File: config.mk
export PLATFORM = sky130hd
export DESIGN_NAME = fftram_rd_arbiter
export DESIGN_NICKNAME = d
export VERILOG_FILES = /design/src/rtl/fftram_pkg.sv /design/src/rtl/rr_pick.sv /design/src/rtl/fftram_rd_arbiter.sv
export SDC_FILE = /design/constraint.sdc
export NUM_CORES = 1
export LEC_CHECK = 0
export CORE_ASPECT_RATIO = 1.4
export CORE_UTILIZATION = 25
export DETAILED_ROUTE_END_ITERATION = 10
export GPL_TIMING_DRIVEN = 0
export RECOVER_POWER = 50
export SLEW_MARGIN = 30
export SYNTH_ARGS = -nofsm -noshare
export SYNTH_HDL_FRONTEND = slang
export SYNTH_SLANG_ARGS = --single-unit
export TNS_END_PERCENT = 100
File: constraint.sdc
create_clock -name clk -period 3.5 [get_ports clk]
set_input_delay 0.525 -clock clk [delete_from_list [all_inputs] [get_ports clk]]
set_output_delay 0.525 -clock clk [all_outputs]
set_load 0.02 [all_outputs]
File: src/rtl/fftram_pkg.sv
// Shared constants, requester indices and arbiter state encoding for the
// FFT magnitude RAM read-port arbiter.
package fftram_pkg;

  localparam int FFT_AW    = 10;
  localparam int FFT_DW    = 28;
  localparam int FFT_NBINS = 1024;

  localparam int REQ_DETECT = 0;
  localparam int REQ_HOST   = 1;

  typedef enum logic [0:0] {
    ARB_IDLE  = 1'b0,
    ARB_GRANT = 1'b1
  } arb_state_t;

  // Next index in a ring of n entries.
  function automatic int wrap_inc(input int v, input int n);
    return (v + 1 >= n) ? 0 : v + 1;
  endfunction

endpackage

File: src/rtl/rr_pick.sv
// Combinational round-robin picker: the first requester at or after ptr
// (wrapping) wins; the winner is reported one-hot.
module rr_pick
  import fftram_pkg::*;
#(
  parameter int NREQ = 2,
  parameter int PW   = 1
) (
  input  logic [NREQ-1:0] req,
  input  logic [PW-1:0]   ptr,
  output logic [NREQ-1:0] win
);

  logic found;

  // Outer loop walks the search order ptr, ptr+1, ...; inner loop keeps
  // every bit select a constant index.
  always_comb begin
    win   = '0;
    found = 1'b0;
    for (int k = 0; k < NREQ; k++) begin
      for (int i = 0; i < NREQ; i++) begin
        if (!found && req[i] && (i == (int'(ptr) + k) % NREQ)) begin
          win[i] = 1'b1;
          found  = 1'b1;
        end
      end
    end
  end

endmodule

File: src/rtl/fftram_rd_arbiter.sv
// Read-port arbiter for the FFT magnitude RAM: round-robin grant, lock,
// burst preemption and latency-aligned rvalid tags.
// Optional idle-lock timeout is built when FFTRAM_ARB_TIMEOUT_EN is defined.
module fftram_rd_arbiter
  import fftram_pkg::*;
#(
  parameter int NREQ         = 2,
  parameter int AW           = FFT_AW,
  parameter int DW           = FFT_DW,
  parameter int RD_LAT       = 1,
  parameter int MAX_BURST    = 16,
  parameter int LOCK_TIMEOUT = 4096
) (
  input  logic                 clk,
  input  logic                 reset,
  input  logic [NREQ-1:0]      req,
  input  logic [NREQ-1:0]      lock,
  input  logic [NREQ*AW-1:0]   addr,
  output logic [NREQ-1:0]      gnt,
  output logic [AW-1:0]        ramaddr,
  input  logic [DW-1:0]        ramq,
  output logic [DW-1:0]        rdata,
  output logic [NREQ-1:0]      rvalid,
  output logic                 busy
`ifdef FFTRAM_ARB_TIMEOUT_EN
  ,
  output logic                 lock_timeout
`endif
);

  // Handshake: requester i has a read accepted in every cycle where
  // req[i] & gnt[i]; the address is taken from addr slice i in that cycle,
  // and the data returns RD_LAT+1 cycles later with rvalid[i] high.

  localparam int PW = (NREQ > 1) ? $clog2(NREQ) : 1;
  localparam int BW = (MAX_BURST > 0) ? $clog2(MAX_BURST + 1) : 1;
  localparam logic [BW-1:0] BURST_MAX = BW'(MAX_BURST);

  arb_state_t       state, state_n;
  logic [NREQ-1:0]  gnt_n;
  logic [PW-1:0]    own, own_n;
  logic [PW-1:0]    ptr, ptr_n;
  logic [BW-1:0]    burst, burst_n;
  logic [AW-1:0]    ramaddr_n;
  logic [NREQ-1:0]  tag_in;
  logic [NREQ-1:0]  tag_line [0:RD_LAT];
  logic [NREQ-1:0]  win;
  logic             accept;
  logic             other_req;
  logic             preempt;
  logic             release_now;
  logic             timeout_hit;

  rr_pick #(
    .NREQ (NREQ),
    .PW   (PW)
  ) u_pick (
    .req (req),
    .ptr (ptr),
    .win (win)
  );

  always_ff @(posedge clk) begin
    if (reset) begin
      state <= ARB_IDLE;
    end else begin
      state <= state_n;
    end
  end

  always_comb begin
    state_n     = state;
    gnt_n       = gnt;
    own_n       = own;
    ptr_n       = ptr;
    burst_n     = burst;
    ramaddr_n   = ramaddr;
    tag_in      = '0;
    accept      = 1'b0;
    preempt     = 1'b0;
    release_now = 1'b0;
    other_req   = |(req & ~gnt);
    case (state)
      ARB_IDLE: begin
        if (|req) begin
          state_n = ARB_GRANT;
          gnt_n   = win;
          for (int i = 0; i < NREQ; i++) begin
            if (win[i]) own_n = PW'(i);
          end
        end
      end
      ARB_GRANT: begin
        accept = req[own] & gnt[own];
        if (accept) begin
          ramaddr_n = addr[own*AW +: AW];
          tag_in    = gnt;
          if (burst != BURST_MAX) burst_n = burst + 1'b1;
        end
        // Judged on the post-increment count so the MAX_BURST-th read is
        // the last one accepted before handover.
        preempt = (MAX_BURST != 0) && !lock[own] && (burst_n == BURST_MAX)
                  && other_req;
        release_now = (!req[own] && !lock[own]) || preempt || timeout_hit;
        if (release_now) begin
          state_n = ARB_IDLE;
          gnt_n   = '0;
          ptr_n   = PW'(wrap_inc(int'(own), NREQ));
          burst_n = '0;
        end
      end
      default: state_n = ARB_IDLE;
    endcase
  end

  always_ff @(posedge clk) begin
    if (reset) begin
      gnt     <= '0;
      own     <= '0;
      ptr     <= '0;
      burst   <= '0;
      ramaddr <= '0;
      for (int i = 0; i <= RD_LAT; i++) tag_line[i] <= '0;
    end else begin
      gnt         <= gnt_n;
      own         <= own_n;
      ptr         <= ptr_n;
      burst       <= burst_n;
      ramaddr     <= ramaddr_n;
      tag_line[0] <= tag_in;
      for (int i = 1; i <= RD_LAT; i++) tag_line[i] <= tag_line[i-1];
    end
  end

`ifdef FFTRAM_ARB_TIMEOUT_EN
  localparam int TW = $clog2(LOCK_TIMEOUT + 1);
  localparam logic [TW-1:0] TIMEOUT_LAST = TW'(LOCK_TIMEOUT - 1);

  logic [TW-1:0] tcnt, tcnt_n;
  logic          lock_idle;

  // A locked owner that is not reading: the only situation the timer watches.
  assign lock_idle   = (state == ARB_GRANT) && lock[own] && !req[own];
  assign timeout_hit = lock_idle && (tcnt == TIMEOUT_LAST);

  always_comb begin
    tcnt_n = '0;
    if (lock_idle && !accept && !release_now) tcnt_n = tcnt + 1'b1;
  end

  always_ff @(posedge clk) begin
    if (reset) begin
      tcnt         <= '0;
      lock_timeout <= 1'b0;
    end else begin
      tcnt         <= tcnt_n;
      lock_timeout <= timeout_hit;
    end
  end
`else
  logic unused_lock_timeout_cfg;
  assign unused_lock_timeout_cfg = (LOCK_TIMEOUT > 0);
  assign timeout_hit = 1'b0;
`endif

  assign rvalid = tag_line[RD_LAT];
  assign rdata  = ramq;
  assign busy   = |gnt;

endmodule

# After elaboration in Yosys (flattened, before gate mapping)
# Memories as Yosys holds them, arrays and structs flattened.
# Index checks and enable logic that the tools add are counted.
word_totals:
  ff_bits: 20
  latchBits: 0
  ramBits: 4
  romBits: 0
  input_bits: 54
  out_inout_bits: 43
  wordCells: 84
  mem_count: 1
op_classes:
  n_addsub: 3
  n_mul: 1
  n_div: 0
  order_cmp: 2
  n_eq_ne: 5
  shift: 1
  muxes: 32
  bitwise: 7
  reduce_logical: 26
mem_list:
  columns: ["name", "words", "width", "rd", "rd_clocked_by_memory_dff", "wr", "line", "source"]
  rows:
  - ["tag_line", 2, 2, 2, 0, 2, "fftram_rd_arbiter.sv:46", "logic [NREQ-1:0] tag_line [0:RD_LAT];"]
op_table:
  columns: ["cell", "count"]
  rows:
  - ["logical NOT 32 bit", 2]
  - ["two-way mux 1 bit", 20]
  - ["two-way mux 5 bit", 4]
  - ["variable part select 20 x 6 -> 10 bit", 1]
  - ["two-way mux 2 bit", 6]
  - ["logical AND 1 bit", 10]
  - ["AND reduction 2 bit", 3]
  - ["OR reduction 2 bit", 3]
  - ["adder 5 x 1 -> 5 bit (second input constant)", 1]
  - ["equality test 5 bit (second input constant)", 1]
  - ["logical NOT 1 bit", 5]
  - ["!= test 5 bit (second input constant)", 1]
  - ["multiplier 1 x 3 -> 4 bit (second input constant)", 1]
  - ["one-hot mux 2 bit (2 select lines)", 1]
  - ["AND reduction 3 bit", 1]
  - ["adder 1 x 1 -> 2 bit (second input constant)", 1]
  - ["bitwise AND 2 bit", 1]
  - ["equality test 2 bit (first input constant)", 1]
  - ["greater-or-equal comparator 2 bit (second input constant)", 1]
  - ["less-than comparator 1 x 2 -> 1 bit (second input constant)", 1]
  - ["!= test 2 x 1 -> 1 bit (second input constant)", 1]
  - ["!= test 2 bit (second input constant)", 1]
  - ["NOT 2 bit", 1]
  - ["bitwise OR 1 bit", 2]
  - ["other kinds (7)", 7]

# Depth between registers and ports, before layout
depth:
  depth_word: 17
  ltp_mapped: 7
  ltp_nobuf: 7

# By module
# A second synthesis with hierarchy kept.
unflattened:
  hier_cells: 176
  hier_area_um2: 1565.3
by_module_without_submodules:
  columns: ["mod", "instances", "cells_per_inst", "area_each_um2", "seq_area_each_um2"]
  rows:
  - ["fftram_rd_arbiter", 1, 173, 1546.5, 480.5]
  - ["rr_pick", 1, 3, 18.8, 0.0]

# Least setup slack after synthesis
# No wires, ideal clock.
synth_path:
  path_type: "register -> register"
  from: "register burst[0]"
  to: "register ptr"
  t_arrival_ns: 2.077
  slack_ns: 1.349
  path_stages_with_launch: 8
  path_buffers: 0
  synth_period_minus_slack_ns: 2.151
  cell_sequence: "dfxtp_1 -> inv_1 -> ha_1 -> or4b_1 -> o22ai_1 -> mux2i_1 -> or4_1 -> a31oi_1"
synth_between:
  elab_chain_cells: 9
synth_lines:
  columns: ["item", "line", "source"]
  rows:
  - ["start: declaration", "fftram_rd_arbiter.sv:43", "logic [BW-1:0] burst, burst_n;"]
  - ["start signal: assignment", "fftram_rd_arbiter.sv:128", "burst <= burst_n;"]
  - ["adder 5 x 1 -> 5 bit or != test 5 bit (tied branches)", "fftram_rd_arbiter.sv:98", "if (burst != BURST_MAX) burst_n = burst + 1'b1;"]
  - ["two-way mux 5 bit", "fftram_rd_arbiter.sv:98", null]
  - ["two-way mux 5 bit (*)", "fftram_rd_arbiter.sv:95", "if (accept) begin"]
  - ["two-way mux 5 bit (*)", "fftram_rd_arbiter.sv:83", "case (state)"]
  - ["equality test 5 bit (*)", "fftram_rd_arbiter.sv:102", "preempt = (MAX_BURST != 0) && !lock[own] && (burst_n == BURST_MAX)"]
  - ["logical AND 1 bit (*)", "fftram_rd_arbiter.sv:102", null]
  - ["logical AND 1 bit (*)", "fftram_rd_arbiter.sv:103", "&& other_req;"]
  - ["logical OR 1 bit (*)", "fftram_rd_arbiter.sv:104", "release_now = (!req[own] && !lock[own]) || preempt || timeout_hit;"]
  - ["AND reduction 2 bit (no line) (*)", null, null]
  - ["end signal: assignment", "fftram_rd_arbiter.sv:127", "ptr <= ptr_n;"]
  - ["end: declaration", "fftram_rd_arbiter.sv:42", "logic [PW-1:0] ptr, ptr_n;"]
# Mark *: on every way between the ends. The rest lies on a longest branch, timed or not. The select of a mux whose other input is x is not followed.
# A chain may end at the register's enable or synchronous reset.

# Worst setup path after layout
layout_path:
  from: "input port req[1]"
  to: "register burst[0]"
layout_between:
  elab_chain_cells: 10
layout_lines:
  columns: ["item", "line", "source"]
  rows:
  - ["start: declaration", "fftram_rd_arbiter.sv:16", "input logic [NREQ-1:0] req,"]
  - ["two-way mux 1 bit (not written as such) (2 in a row)", "fftram_rd_arbiter.sv:94, fftram_rd_arbiter.sv:104", null]
  - ["bitwise AND 1 bit", "fftram_rd_arbiter.sv:94", "accept = req[own] & gnt[own];"]
  - ["two-way mux 5 bit", "fftram_rd_arbiter.sv:95", null]
  - ["two-way mux 5 bit", "fftram_rd_arbiter.sv:83", null]
  - ["equality test 5 bit", "fftram_rd_arbiter.sv:102", null]
  - ["logical AND 1 bit", "fftram_rd_arbiter.sv:102", null]
  - ["logical AND 1 bit", "fftram_rd_arbiter.sv:103", null]
  - ["logical OR 1 bit", "fftram_rd_arbiter.sv:104", null]
  - ["two-way mux 5 bit (*)", "fftram_rd_arbiter.sv:105", "if (release_now) begin"]
# Marked as above.

==> results.yml <==
grt:
  grt_pass1_vias: 1372
  grt_max_degree: 15
  antenna_found_initial: 0
  grt_pass1_wl_um: 6080
  grt_usage_pct: 12.3
  overflow: 0
synthesis:
  ys.flop_type: "dfxtp_1"
  synth_edf_count: 0
  syn_avg_cell_area_um2: 8.85
  synth_most_common_cell: "buf_4"
  synthTopCellsByCount: "30 x buf_4, 24 x dfxtp_1, 16 x nor2_1"
  synth_area_um2: 1520
  synth-seq-cells: 24
  netlist-cell-type-count: 42
  synthArstFlopShare_pct: 0
  yosysWarnings: 0
  netlist.area_leader.share_pct: 31.6
  yosysSeqAreaShare_pct: 31.6
  synth_largest_area_cell: "dfxtp_1"
  synth_nets: 228
  netlist_top_cells_area: "dfxtp_1 32%, buf_4 15%, mux2i_1 8.5%"
  syn_inst: 172
power_and_ir_drop:
  clkPwrFrac_pct: 33.4
  switchingPower_mw: 0.195
  p_per_area_nw_per_um2: 315
  comb_power_share_pct: 26.8
  p_leak_nw: 0.916
  power_frac_seq_pct: 39.8
  swShare_pct: 26.5
  ir_drop_v: 0.000127
  power_mw: 0.738
  intPower_mw: 0.543
sta:
  rsz0062_at_grt: "no"
  finClkSkew_ps: 6.47
  final.setup.tns_ps: 0
  final_max_slew_viol_count: 0
  holdWs_ps: 440
  setup_ws_ps: 869
  finalSetupViolCount: 0
  maxSlewHeadroom_pct: 50.2
  fmax_ghz: 0.380
  tightest_slew_ps: 747
  hold_viol: 0
  layout_worst_path_cycle_share_pct: 75.2
  period_needed_ps: 2630
die:
  initial_core_util_pct: 26.0
  fp.dieArea_um2: 6410
  placementRows: 33
  die_w_um: 68.0
  core-area_um2: 5860
  dieHeight_um: 94.3
  io_pins: 97
critical_path:
  startpoint_type: "primary input"
  cp_max_fo: 7
  worst_path_most_repeated_cell: "o21ai_0"
  cp.buffers_inverters: 1
  r2r_slack_ps: 940
  slowest_stage: "clkdlybuf4s50_1"
  arrival_ps: 2760
  critical_path.top_delay_family: "compound AO/OA/AOI/OAI gates"
  critical_path.max_stage_delay_ps: 600
  crit_type: "in2reg"
  required_ps: 3630
  path_cells: "clkdlybuf4s50_1 > nand3_1 > a2111oi_2 > o2111ai_1 > o21ai_0 > o21ai_0"
  cp-end-kind: "flip-flop"
min_path:
  hp-class: "reg2reg"
cts:
  cts_buffers: 3
  cts_tree: "done"
  worstSkewPairLatency_ps: 270
  clkSlewWorstSetupHoldPaths_ps: 90
  h-tree-depth: 1
  cts_resized: 0
  cts_setup_buffers: 0
  holdBufCountCts: 0
  root_buffer: "clkbuf_8"
  clock_sinks: 24
  clockBufferDepth: 2
drt:
  routed-wl-met2_um: 1920
  highest_layer: "met4"
  wl_met1_um: 1530
  drc: 0
  wl_met3_um: 255
  wl_per_cell_um: 12.0
  via_count: 1462
  dr.first_iter.drc_count: 25
  avgViaCountPerCell: 4.67
  wl_um: 3750
  ant_nets: 0
  dr.pass1.iters: 4
placed_design:
  port-buffer-count: 67
  postPlaceCellArea_um2: 2280
  routabilityCongestion: 0.853
  dp_hpwl_um: 3020
  dp_slack_ps: 606
  placed_cells: 309
run:
  cap_violations: 0
final_layout:
  antenna_cells: 0
  layout-drive-gt1-share_pct: 17.7
  utilization_pct: 40.0
  area_growth_syn_to_layout_pct: 54.0
  nets: 300
  final_area_um2: 2340
  final_cells: 313
outcome:
  status: "complete, no violations"
==> path summary, 6_finish.rpt <==
kind                       start  cells after the start             end
setup / recovery          req[1]                      6        burst[0]
hold / removal    tag_line[0][0]                      1  tag_line[0][2]
setup reg to reg        burst[0]                      7        burst[0]
hold reg to reg   tag_line[0][0]                      1  tag_line[0][2]
==> per-layer routing <==
layer / vias up / GRT usage [%]
li1: 735 / -
met1: 657 / 14.7
met2: 65 / 21.5
met3: 5 / 2.54
met4: 0 / 3.47
met5: - / 0
==> worst register-to-register path, cell delays in order (launching register included) <==
cell and delay [ps]:
dfxtp_1 460, inv_1 110, ha_1 340, or4b_1 470, o22ai_1 140, mux2i_1 160
o21ai_0 560, o21ai_0 190
==> final cells by class <==
class	count	area (µm²)
Buffer	39	285
Clock buffer	3	41.3
Clock inverter	1	30.0
Fill cell	618	3520
Inverter	7	26.3
Multi-Input combinational cell	102	723
Sequential cell	24	480
Tap cell	70	87.6
Timing Repair Buffer	67	671
==> sequential cells by signal (all words and copies together) (netlist names) <==
name	flops
own	1
tag_line	4
ptr	1
burst	5
gnt	2
ramaddr	10
state	1
==> power by group through the flow <==
stage / combinational, mW / sequential [mW] / clock, mW
floorplan: 0.111 / 0.305 / 0
global placement: 0.207 / 0.300 / 0
detailed placement: 0.208 / 0.300 / 0
CTS: 0.208 / 0.294 / 0.252
global route: 0.215 / 0.296 / 0.259
finish: 0.198 / 0.294 / 0.246
==> cells in the final DEF, fill, tap and decap left out, types with 2 or more instances in the layout <==
cell	Yosys	layout
a21oi_1	7	7
nor2b_1	2	2
clkbuf_8	1	4
o22ai_1	2	2
dfxtp_1	24	24
nor3_1	4	4
buf_6	3	2
a211oi_1	13	13
and3b_1	2	2
inv_1	7	7
o21ai_0	6	6
buf_4	30	30
dlygate4sd3_1	0	30
mux2i_1	13	13
clkbuf_1	4	5
a31oi_1	2	2
ha_1	2	2
nor2_1	16	16
nand3_1	4	4
o211ai_1	2	2
clkdlybuf4s50_1	0	37
nand2_1	6	6
==> cells by family after synthesis <==
| kind of cell | count (synthesis) | synth area share, % |
|---|---|---|
| buf+inv | 46 | 21.0 |
| compound gates | 44 | 21.9 |
| simple gates | 42 | 14.8 |
| flops | 24 | 31.6 |
| mux | 13 | 8.55 |
| fa+ha+maj | 2 | 1.64 |
| xor+xnor | 1 | 0.575 |
Power figures use the tool's default switching activity.
